[config.mk]
export PLATFORM = sky130hd
export DESIGN_NAME = core_ctrl_fsm
export DESIGN_NICKNAME = d
export VERILOG_FILES = /design/src/rtl/core_ctrl_fsm.sv
export SDC_FILE = /design/constraint.sdc
export NUM_CORES = 1
export LEC_CHECK = 0
export CORE_MARGIN = 2
export CORE_UTILIZATION = 51
export DETAILED_ROUTE_END_ITERATION = 6
export GPL_TIMING_DRIVEN = 0
export PLACE_DENSITY = 0.8
export REMOVE_ABC_BUFFERS = 1
export SKIP_CTS_REPAIR_TIMING = 1
export SYNTH_ARGS = -nofsm -noshare
export SYNTH_HDL_FRONTEND = slang
export SYNTH_SLANG_ARGS = --single-unit
[constraint.sdc]
create_clock -name clk -period 2.4 [get_ports clk]
set_clock_uncertainty 0.15 [all_clocks]
set_input_delay 0.36 -clock clk [delete_from_list [all_inputs] [get_ports clk]]
set_output_delay 0.36 -clock clk [all_outputs]
set_load 0.005 [all_outputs]
[src/rtl/core_ctrl_fsm.sv]
// Multi-cycle control sequencer for the RV32I core.
// Walks FETCH/DECODE/EXEC/MEM/WB, runs memory handshakes, traps on faults.
module core_ctrl_fsm #(
    parameter int TIMEOUT_W   = 8,
    parameter int TIMEOUT_MAX = 255
) (
    input  logic        clk,
    input  logic        rst,
    input  logic [6:0]  opcode,
    input  logic [2:0]  funct3,
    input  logic        branch_taken,
    input  logic        imem_ready,
    input  logic        dmem_ready,
    output logic        imem_req,
    output logic        ir_we,
    output logic        dmem_req,
    output logic        dmem_we,
    output logic        rf_we,
    output logic        alu_src_imm,
    output logic [1:0]  wb_sel,
    output logic        pc_we,
    output logic [1:0]  pc_sel,
    output logic        halted,
    output logic [1:0]  trap_cause,
    output logic [31:0] instret
);

    typedef enum logic [2:0] {
        FETCH  = 3'd0,
        DECODE = 3'd1,
        EXEC   = 3'd2,
        MEM    = 3'd3,
        WB     = 3'd4,
        TRAP   = 3'd5
    } state_t;

    typedef enum logic [3:0] {
        C_NONE, C_LUI, C_AUIPC, C_JAL, C_JALR,
        C_BRANCH, C_LOAD, C_STORE, C_OPIMM, C_OP
    } cls_t;

    localparam logic [TIMEOUT_W-1:0] CNT_MAX = TIMEOUT_W'(TIMEOUT_MAX);

    state_t               state;
    cls_t                 cls;
    cls_t                 dec_cls;
    logic [TIMEOUT_W-1:0] cnt;
    logic                 taken;

    always_comb begin
        dec_cls = C_NONE;
        case (opcode)
            7'b0110111: dec_cls = C_LUI;
            7'b0010111: dec_cls = C_AUIPC;
            7'b1101111: dec_cls = C_JAL;
            7'b1100111: dec_cls = C_JALR;
            7'b1100011: dec_cls = (funct3 == 3'd2 || funct3 == 3'd3)
                                  ? C_NONE : C_BRANCH;
            7'b0000011: dec_cls = C_LOAD;
            7'b0100011: dec_cls = C_STORE;
            7'b0010011: dec_cls = C_OPIMM;
            7'b0110011: dec_cls = C_OP;
            default:    dec_cls = C_NONE;
        endcase
    end

    always_ff @(posedge clk) begin
        if (rst) begin
            state      <= FETCH;
            cls        <= C_NONE;
            cnt        <= '0;
            taken      <= 1'b0;
            instret    <= '0;
            trap_cause <= 2'd0;
        end else begin
            case (state)
                FETCH: begin
                    if (imem_ready) begin
                        state <= DECODE;
                        cnt   <= '0;
                    end else if (cnt == CNT_MAX) begin
                        state      <= TRAP;
                        trap_cause <= 2'd2;
                    end else begin
                        cnt <= cnt + 1'b1;
                    end
                end
                DECODE: begin
                    cnt <= '0;
                    if (dec_cls == C_NONE) begin
                        state      <= TRAP;
                        trap_cause <= 2'd1;
                    end else begin
                        cls   <= dec_cls;
                        state <= EXEC;
                    end
                end
                EXEC: begin
                    taken <= branch_taken;
                    state <= (cls == C_LOAD || cls == C_STORE) ? MEM : WB;
                end
                MEM: begin
                    if (dmem_ready) begin
                        cnt <= '0;
                        if (cls == C_STORE) begin
                            instret <= instret + 32'd1;
                            state   <= FETCH;
                        end else begin
                            state <= WB;
                        end
                    end else if (cnt == CNT_MAX) begin
                        state      <= TRAP;
                        trap_cause <= 2'd3;
                    end else begin
                        cnt <= cnt + 1'b1;
                    end
                end
                WB: begin
                    instret <= instret + 32'd1;
                    state   <= FETCH;
                end
                TRAP:    state <= TRAP;
                default: state <= TRAP;
            endcase
        end
    end

    assign halted = (state == TRAP);

    // Strobes are a pure function of state/class so a reset edge
    // abandons whatever was in flight without a late write.
    always_comb begin
        imem_req    = 1'b0;
        ir_we       = 1'b0;
        dmem_req    = 1'b0;
        dmem_we     = 1'b0;
        rf_we       = 1'b0;
        alu_src_imm = 1'b0;
        wb_sel      = 2'd0;
        pc_we       = 1'b0;
        pc_sel      = 2'd0;
        if (!rst) begin
            case (state)
                FETCH: begin
                    imem_req = 1'b1;
                    ir_we    = imem_ready;
                end
                EXEC: alu_src_imm = !(cls == C_OP || cls == C_BRANCH);
                MEM: begin
                    dmem_req = 1'b1;
                    dmem_we  = (cls == C_STORE);
                    pc_we    = (cls == C_STORE) && dmem_ready;
                end
                WB: begin
                    rf_we = (cls != C_BRANCH);
                    pc_we = 1'b1;
                    case (cls)
                        C_JAL:    pc_sel = 2'd1;
                        C_JALR:   pc_sel = 2'd2;
                        C_BRANCH: pc_sel = taken ? 2'd1 : 2'd0;
                        default:  pc_sel = 2'd0;
                    endcase
                    case (cls)
                        C_LOAD:         wb_sel = 2'd1;
                        C_JAL, C_JALR:  wb_sel = 2'd2;
                        C_LUI:          wb_sel = 2'd3;
                        default:        wb_sel = 2'd0;
                    endcase
                end
                default: ;
            endcase
        end
    end

endmodule
======== Word-level counts from Yosys, hierarchy flattened ========
Index checks and enable logic that the tools add are counted.
word-level totals
  flip-flop bits (word level) ............. 50
  input bits .............................. 15
  output and inout port bits .............. 46
  logic and storage cells ................. 97
cells by class
  add/sub/neg operators ................... 2
  equal/unequal tests ..................... 32
  mux-type cells .......................... 43
  bitwise logic cells ..................... 1
  reduce and logical (&&, ||, !) cells .... 13
operators with widths
  operator                                                          number
  32-bit 2-to-1 mux                                                 2
  32-bit one-hot mux with 2 select lines                            1
  4-bit one-hot mux with 9 select lines                             1
  32-bit by 1-bit adder with 32-bit output (second input constant)  1
  8-bit 2-to-1 mux                                                  3
  8-bit one-hot mux with 3 select lines                             1
  7-bit by 6-bit == test with 1-bit output (second input constant)  3
  7-bit == test (second input constant)                             3
  3-bit 2-to-1 mux                                                  7
  2-bit 2-to-1 mux                                                  9
  2-bit one-hot mux with 3 select lines                             3
  4-bit by 3-bit == test with 1-bit output (second input constant)  4
  3-bit one-hot mux with 5 select lines                             1
  7-bit by 5-bit == test with 1-bit output (second input constant)  2
  1-bit 2-to-1 mux                                                  14
  2-bit != test (second input constant)                             7
  3-bit by 2-bit == test with 1-bit output (second input constant)  4
  8-bit by 1-bit adder with 8-bit output (second input constant)    1
  8-bit == test (second input constant)                             1
  7-bit by 2-bit == test with 1-bit output (second input constant)  1
  3-bit == test (second input constant)                             2
  6-bit AND reduction                                               1
  4-bit by 1-bit == test with 1-bit output (second input constant)  1
  4-bit by 2-bit == test with 1-bit output (second input constant)  1
  other kinds (15)                                                  17

======== Depth between registers and ports, before layout ========
  depth after elaboration ................. 7
  gate-level depth with buffers ........... 7
  depth with buffers taken out ............ 6

======== Worst setup path before layout ========
OpenSTA, ideal clock, no wires.
  path kind ............................... reg-to-reg
  start point ............................. register instret[4]
  end point ............................... register instret[26]
  arrival ................................. 2003 ps
  slack ................................... 176 ps
  cell stages (with the launch flop) ...... 8
  path buffers ............................ 2
  path through ............................ dfxtp_1 nand4_2 or2_0 buf_2 or3_4 buf_6 or4_1 a21oi_1
on the way
  longest elaborated chain between the ends .. 4
ends and longest elaborated chain
  element                                       RTL line  source
  start: declaration                            25        output logic [31:0] instret
  start signal: assignment                      106       instret <= instret + 32'd1;
  start signal: assignment                      119       instret <= instret + 32'd1;
  32-bit by 1-bit adder with 32-bit output (*)  106, 119
  32-bit 2-to-1 mux                             105       if (cls == C_STORE) begin
  32-bit 2-to-1 mux                             103       if (dmem_ready) begin
  32-bit one-hot mux with 2 select lines (*)    76        case (state)
Every way passes the cells marked *; elsewhere a longest branch is shown, timed or not. The select of a mux whose other input is x is not followed.
A chain may end at the register's enable or synchronous reset.

======== Worst setup path in the final report ========
  start point ............................. register state[0]
  end point ............................... output port pc_we
on the way
  longest elaborated chain between the ends .. 3
  elaborated cells on any way between the ends .. 4
  those cells by class .................... eq/ne: 2; mux: 2
ends and longest elaborated chain
  element                                                                           RTL line  source
  start: declaration                                                                44        state_t state;
  start signal: assignment                                                          100       state <= (cls == C_LOAD || cls == C_STORE) ? MEM : WB;
  3-bit == test / 3-bit by 2-bit == test with 1-bit output (equally long branches)  143       case (state)
  1-bit one-hot mux with 2 select lines (*)                                         143
  1-bit 2-to-1 mux (*)                                                              142       if (!rst) begin
  end: declaration                                                                  21        output logic pc_we,
Every way passes the cells marked *; elsewhere a longest branch is shown, timed or not.

==> impl_results.html <==
<table>
<tr><th>Metric</th><th>Value</th></tr>
<tr><th colspan="2">Floorplan</th></tr>
<tr><td>Area enclosed by the die boundary</td><td>6120 um2</td></tr>
<tr><td>Horizontal die dimension</td><td>78.2 um</td></tr>
<tr><td>Overall die height</td><td>78.2 um</td></tr>
<tr><td>Area inside the core boundary</td><td>5410 um2</td></tr>
<tr><td>Top-Level Pins</td><td>61</td></tr>
<tr><td>Effective utilization at floorplan</td><td>52.0%</td></tr>
<tr><td>Row count</td><td>27</td></tr>
<tr><th colspan="2">Timing</th></tr>
<tr><td>Actual transition at the worst max-transition pin</td><td>0.555 ns</td></tr>
<tr><td>Peak Freq</td><td>423 MHz</td></tr>
<tr><td>Final WS setup</td><td>0.0363 ns</td></tr>
<tr><td>Unrepaired setup endpoints after global routing</td><td>yes</td></tr>
<tr><td>Final cycle utilization of the critical path</td><td>98.5%</td></tr>
<tr><td>Relative slew slack</td><td>62.6%</td></tr>
<tr><td>Period minus WS final</td><td>2.36 ns</td></tr>
<tr><td>Setup Viol. Count Final</td><td>0</td></tr>
<tr><td>Max Slew Vio Count</td><td>0</td></tr>
<tr><td>Hold Fails Final Rpt</td><td>0</td></tr>
<tr><th colspan="2">Synthesis</th></tr>
<tr><td>Adder and majority cell fraction of the synthesized area</td><td>0.890%</td></tr>
<tr><td>Number of instances in the synthesized netlist</td><td>355</td></tr>
<tr><td>Sequential cell area fraction in the yosys report</td><td>35.6%</td></tr>
<tr><td>Number of enable flip-flop cells after synthesis</td><td>0</td></tr>
<tr><td>Async S/R FF share, synth</td><td>0%</td></tr>
<tr><td>Number of warnings reported in the yosys synthesis log</td><td>0</td></tr>
<tr><td>Most common cell in the synthesized netlist</td><td>sky130_fd_sc_hd__dfxtp_1</td></tr>
<tr><td>Main flop type after synthesis</td><td>sky130_fd_sc_hd__dfxtp_1</td></tr>
<tr><td>Most used standard cells in the synthesized netlist</td><td>sky130_fd_sc_hd__dfxtp_1, sky130_fd_sc_hd__nor2_1, sky130_fd_sc_hd__a21oi_1, sky130_fd_sc_hd__nand2_1, sky130_fd_sc_hd__nand3_1</td></tr>
<tr><td>Synthesized-area fraction occupied by ao, oa, aoi and oai cells</td><td>18.4%</td></tr>
<tr><td>Biggest area consumer among synthesized cells</td><td>sky130_fd_sc_hd__dfxtp_1</td></tr>
<tr><td>Yosys cell types</td><td>57</td></tr>
<tr><td>Synthesized cell area</td><td>2810 um2</td></tr>
<tr><td>Simple-gate portion of the synthesized area</td><td>34.0%</td></tr>
<tr><td>Synth Area in XOR/XNOR</td><td>6.23%</td></tr>
<tr><td>Post-Synthesis Mean Instance Area</td><td>7.92 um2</td></tr>
<tr><td>Combinational family with the most area after synthesis</td><td>simple AND/OR/NAND/NOR gates</td></tr>
<tr><td>Mux share of post-synthesis cell area</td><td>0%</td></tr>
<tr><td>Top post-synthesis cells by area</td><td>sky130_fd_sc_hd__dfxtp_1, sky130_fd_sc_hd__a21oi_1, sky130_fd_sc_hd__xnor2_1</td></tr>
<tr><td>Fraction of synthesized cell area taken by the top area cell type</td><td>35.6%</td></tr>
<tr><td>Total of flip-flops plus latches after synthesis</td><td>50</td></tr>
<tr><th colspan="2">Pwr</th></tr>
<tr><td>Overall power</td><td>1.73 mW</td></tr>
<tr><td>Power per cell area</td><td>479 nW/um2</td></tr>
<tr><td>Lkg Pwr</td><td>1.25 nW</td></tr>
<tr><td>Maximum vdd drop</td><td>0.000226 V</td></tr>
<tr><th colspan="2">Routing</th></tr>
<tr><td>Iteration-0 DRC count of the detailed router</td><td>202</td></tr>
<tr><td>Sum of routed wire length over all layers</td><td>6770 um</td></tr>
<tr><td>Top routing layer used</td><td>met4</td></tr>
<tr><td>Pre-Repair DR Iteration Count</td><td>4</td></tr>
<tr><td>Vias per Instance</td><td>5.84</td></tr>
<tr><td>Post-route antenna net violation count</td><td>0</td></tr>
<tr><td>Count of unresolved DRC violations after routing</td><td>0</td></tr>
<tr><td>Wire length on met1</td><td>3180 um</td></tr>
<tr><td>Via count</td><td>2792</td></tr>
<tr><td>Final routed wire length divided by cell count</td><td>14.2 um</td></tr>
<tr><td>Routed met3 length</td><td>312 um</td></tr>
<tr><td>Met2 WL post-DR</td><td>3220 um</td></tr>
<tr><th colspan="2">Critical path</th></tr>
<tr><td>Endpoint arrival time on the critical path</td><td>1.85 ns</td></tr>
<tr><td>Worst Path Max Fanout</td><td>23</td></tr>
<tr><td>Sort of element at the start of the critical path</td><td>flip-flop</td></tr>
<tr><td>Crit end category</td><td>primary output</td></tr>
<tr><td>Required time at the worst-slack endpoint</td><td>1.89 ns</td></tr>
<tr><td>Setup Crit Path Kind</td><td>reg -&gt; out</td></tr>
<tr><th colspan="2">GRT</th></tr>
<tr><td>Wire length of the first global-routing pass</td><td>11000 um</td></tr>
<tr><td>Antenna violations before repair</td><td>0</td></tr>
<tr><td>Total routing usage reported by global routing</td><td>21.9%</td></tr>
<tr><td>Overflow left after global routing</td><td>0</td></tr>
<tr><td>Number of global-route vias before repair</td><td>2483</td></tr>
<tr><td>Pin count of the biggest net entering global routing</td><td>48</td></tr>
<tr><th colspan="2">Placement</th></tr>
<tr><td>Cell count after placement</td><td>469</td></tr>
<tr><td>Post-detailed-placement cell area</td><td>3400 um2</td></tr>
<tr><td>Worst setup slack after placement</td><td>-0.407 ns</td></tr>
<tr><td>Global placement routability congestion</td><td>0.807</td></tr>
<tr><td>Port bufs</td><td>59</td></tr>
<tr><td>Placed wire-length estimate after detailed placement</td><td>4770 um</td></tr>
<tr><th colspan="2">CTS</th></tr>
<tr><td>Clock tree root driver cell</td><td>sky130_fd_sc_hd__clkbuf_8</td></tr>
<tr><td>Number of sinks driven by the clock tree</td><td>50</td></tr>
<tr><td>Reg clk slew, reported paths</td><td>0.09 ns</td></tr>
<tr><td>Clock H-tree levels</td><td>2</td></tr>
<tr><td>TritonCTS Buffers</td><td>5</td></tr>
<tr><td>TritonCTS clock tree</td><td>done</td></tr>
<tr><td>Clock Latency Late Sink</td><td>0.31 ns</td></tr>
<tr><td>Maximum buffer depth of the clock tree</td><td>2</td></tr>
<tr><th colspan="2">Cells and area</th></tr>
<tr><td>Final standard cell count with taps included and fillers excluded</td><td>478</td></tr>
<tr><td>Fraction of final layout cells sized beyond drive strength 1</td><td>9.85%</td></tr>
<tr><td>P&amp;R area growth vs syn</td><td>28.7%</td></tr>
<tr><td>Post-route design area</td><td>3620 um2</td></tr>
<tr><td>Count of antenna diodes in the layout</td><td>0</td></tr>
<tr><td>Total Nets Final</td><td>422</td></tr>
<tr><th colspan="2">Run</th></tr>
<tr><td>Reported max-cap violation count</td><td>0</td></tr>
<tr><th colspan="2">Hold path</th></tr>
<tr><td>Worst Hold Class</td><td>reg -&gt; reg</td></tr>
<tr><th colspan="2">Outcome</th></tr>
<tr><td>Status</td><td>complete, no violations</td></tr>
</table>
power by group:
group | internal, mW | leakage [nW] | total, mW | switching [mW]
combinational | 0.109 | 0.787 | 0.241 | 0.132
clock | 0.313 | 0.0585 | 0.600 | 0.288
sequential | 0.849 | 0.408 | 0.893 | 0.0442
total | 1.27 | 1.25 | 1.73 | 0.463
stage by stage:
stage / hold WS, ns / utilization [%] / setup TNS [ns]
4_1_cts: 0.345 / 65.1 / -4.54
6_report: 0.342 / 66.9 / 0
3_5_place_dp: 0.329 / 63.0 / -4.82
5_1_grt: 0.358 / 66.9 / -0.131
3_3_place_gp: 0.317 / 63.1 / -24.90
2_1_floorplan: 0.279 / - / 0
cell type report:
cell class	count	area (um2)
Clock buffer	5	68.8
Clock inverter	3	43.8
Fill cell	467	1790
Inverter	14	56.3
Multi-Input combinational cell	274	1730
Sequential cell	50	1020
Tap cell	72	90.1
Timing Repair Buffer	60	613
final timing paths:
kind	depth (start not counted)	start	slack [ns]	endpoint
setup / recovery	4	state[0]$_SDFF_PP0_	0.04	pc_we
hold / removal	2	taken$_SDFFE_PP0P_	0.34	taken$_SDFFE_PP0P_
setup reg to reg	5	state[0]$_SDFF_PP0_	0.09	instret[18]$_SDFFE_PP0P_
hold reg to reg	2	taken$_SDFFE_PP0P_	0.34	taken$_SDFFE_PP0P_
cells in the final DEF (no fill, tap or decap), types with 5 or more instances in the layout:
master / count
sky130_fd_sc_hd__clkdlybuf4s50_1: 51
sky130_fd_sc_hd__o21ai_0: 12
sky130_fd_sc_hd__clkbuf_8: 5
sky130_fd_sc_hd__nor3_1: 10
sky130_fd_sc_hd__o31ai_1: 9
sky130_fd_sc_hd__inv_1: 13
sky130_fd_sc_hd__a21oi_1: 34
sky130_fd_sc_hd__dfxtp_1: 43
sky130_fd_sc_hd__nor2_1: 38
sky130_fd_sc_hd__or3_1: 6
sky130_fd_sc_hd__nand3_1: 18
sky130_fd_sc_hd__or4_1: 8
sky130_fd_sc_hd__nand2_1: 29
sky130_fd_sc_hd__xnor2_1: 17
sky130_fd_sc_hd__dlymetal6s2s_1: 7
sky130_fd_sc_hd__nand4_1: 11
sky130_fd_sc_hd__nor4_1: 10
state kept, by name (all words and copies together), names as in the netlist:
signal / cells
state: 3
instret: 32
trap_cause: 2
cls: 4
taken: 1
cnt: 8
layer usage:
| metal | track usage, % | up-vias |
|---|---|---|
| li1 | - | 1404 |
| met1 | 28.7 | 1307 |
| met2 | 36.4 | 77 |
| met3 | 3.91 | 4 |
| met4 | 7.54 | 0 |
| met5 | 0 | - |
logic make-up (layout without fill, tap and decap cells):
group,Yosys count,in the layout
compound gates,80,80
xor+xnor,20,20
fa+ha+maj,2,2
buf+inv,31,82
flops,50,50
simple gates,172,172
worst max-delay path, stage by stage, from the launching register on:
cell	delay, ns
sky130_fd_sc_hd__dfxtp_4	0.51
sky130_fd_sc_hd__nand4b_4	0.14
sky130_fd_sc_hd__o22a_4	0.28
sky130_fd_sc_hd__nor2_1	0.11
sky130_fd_sc_hd__clkdlybuf4s50_1	0.51
Power figures use the tool's default switching activity.
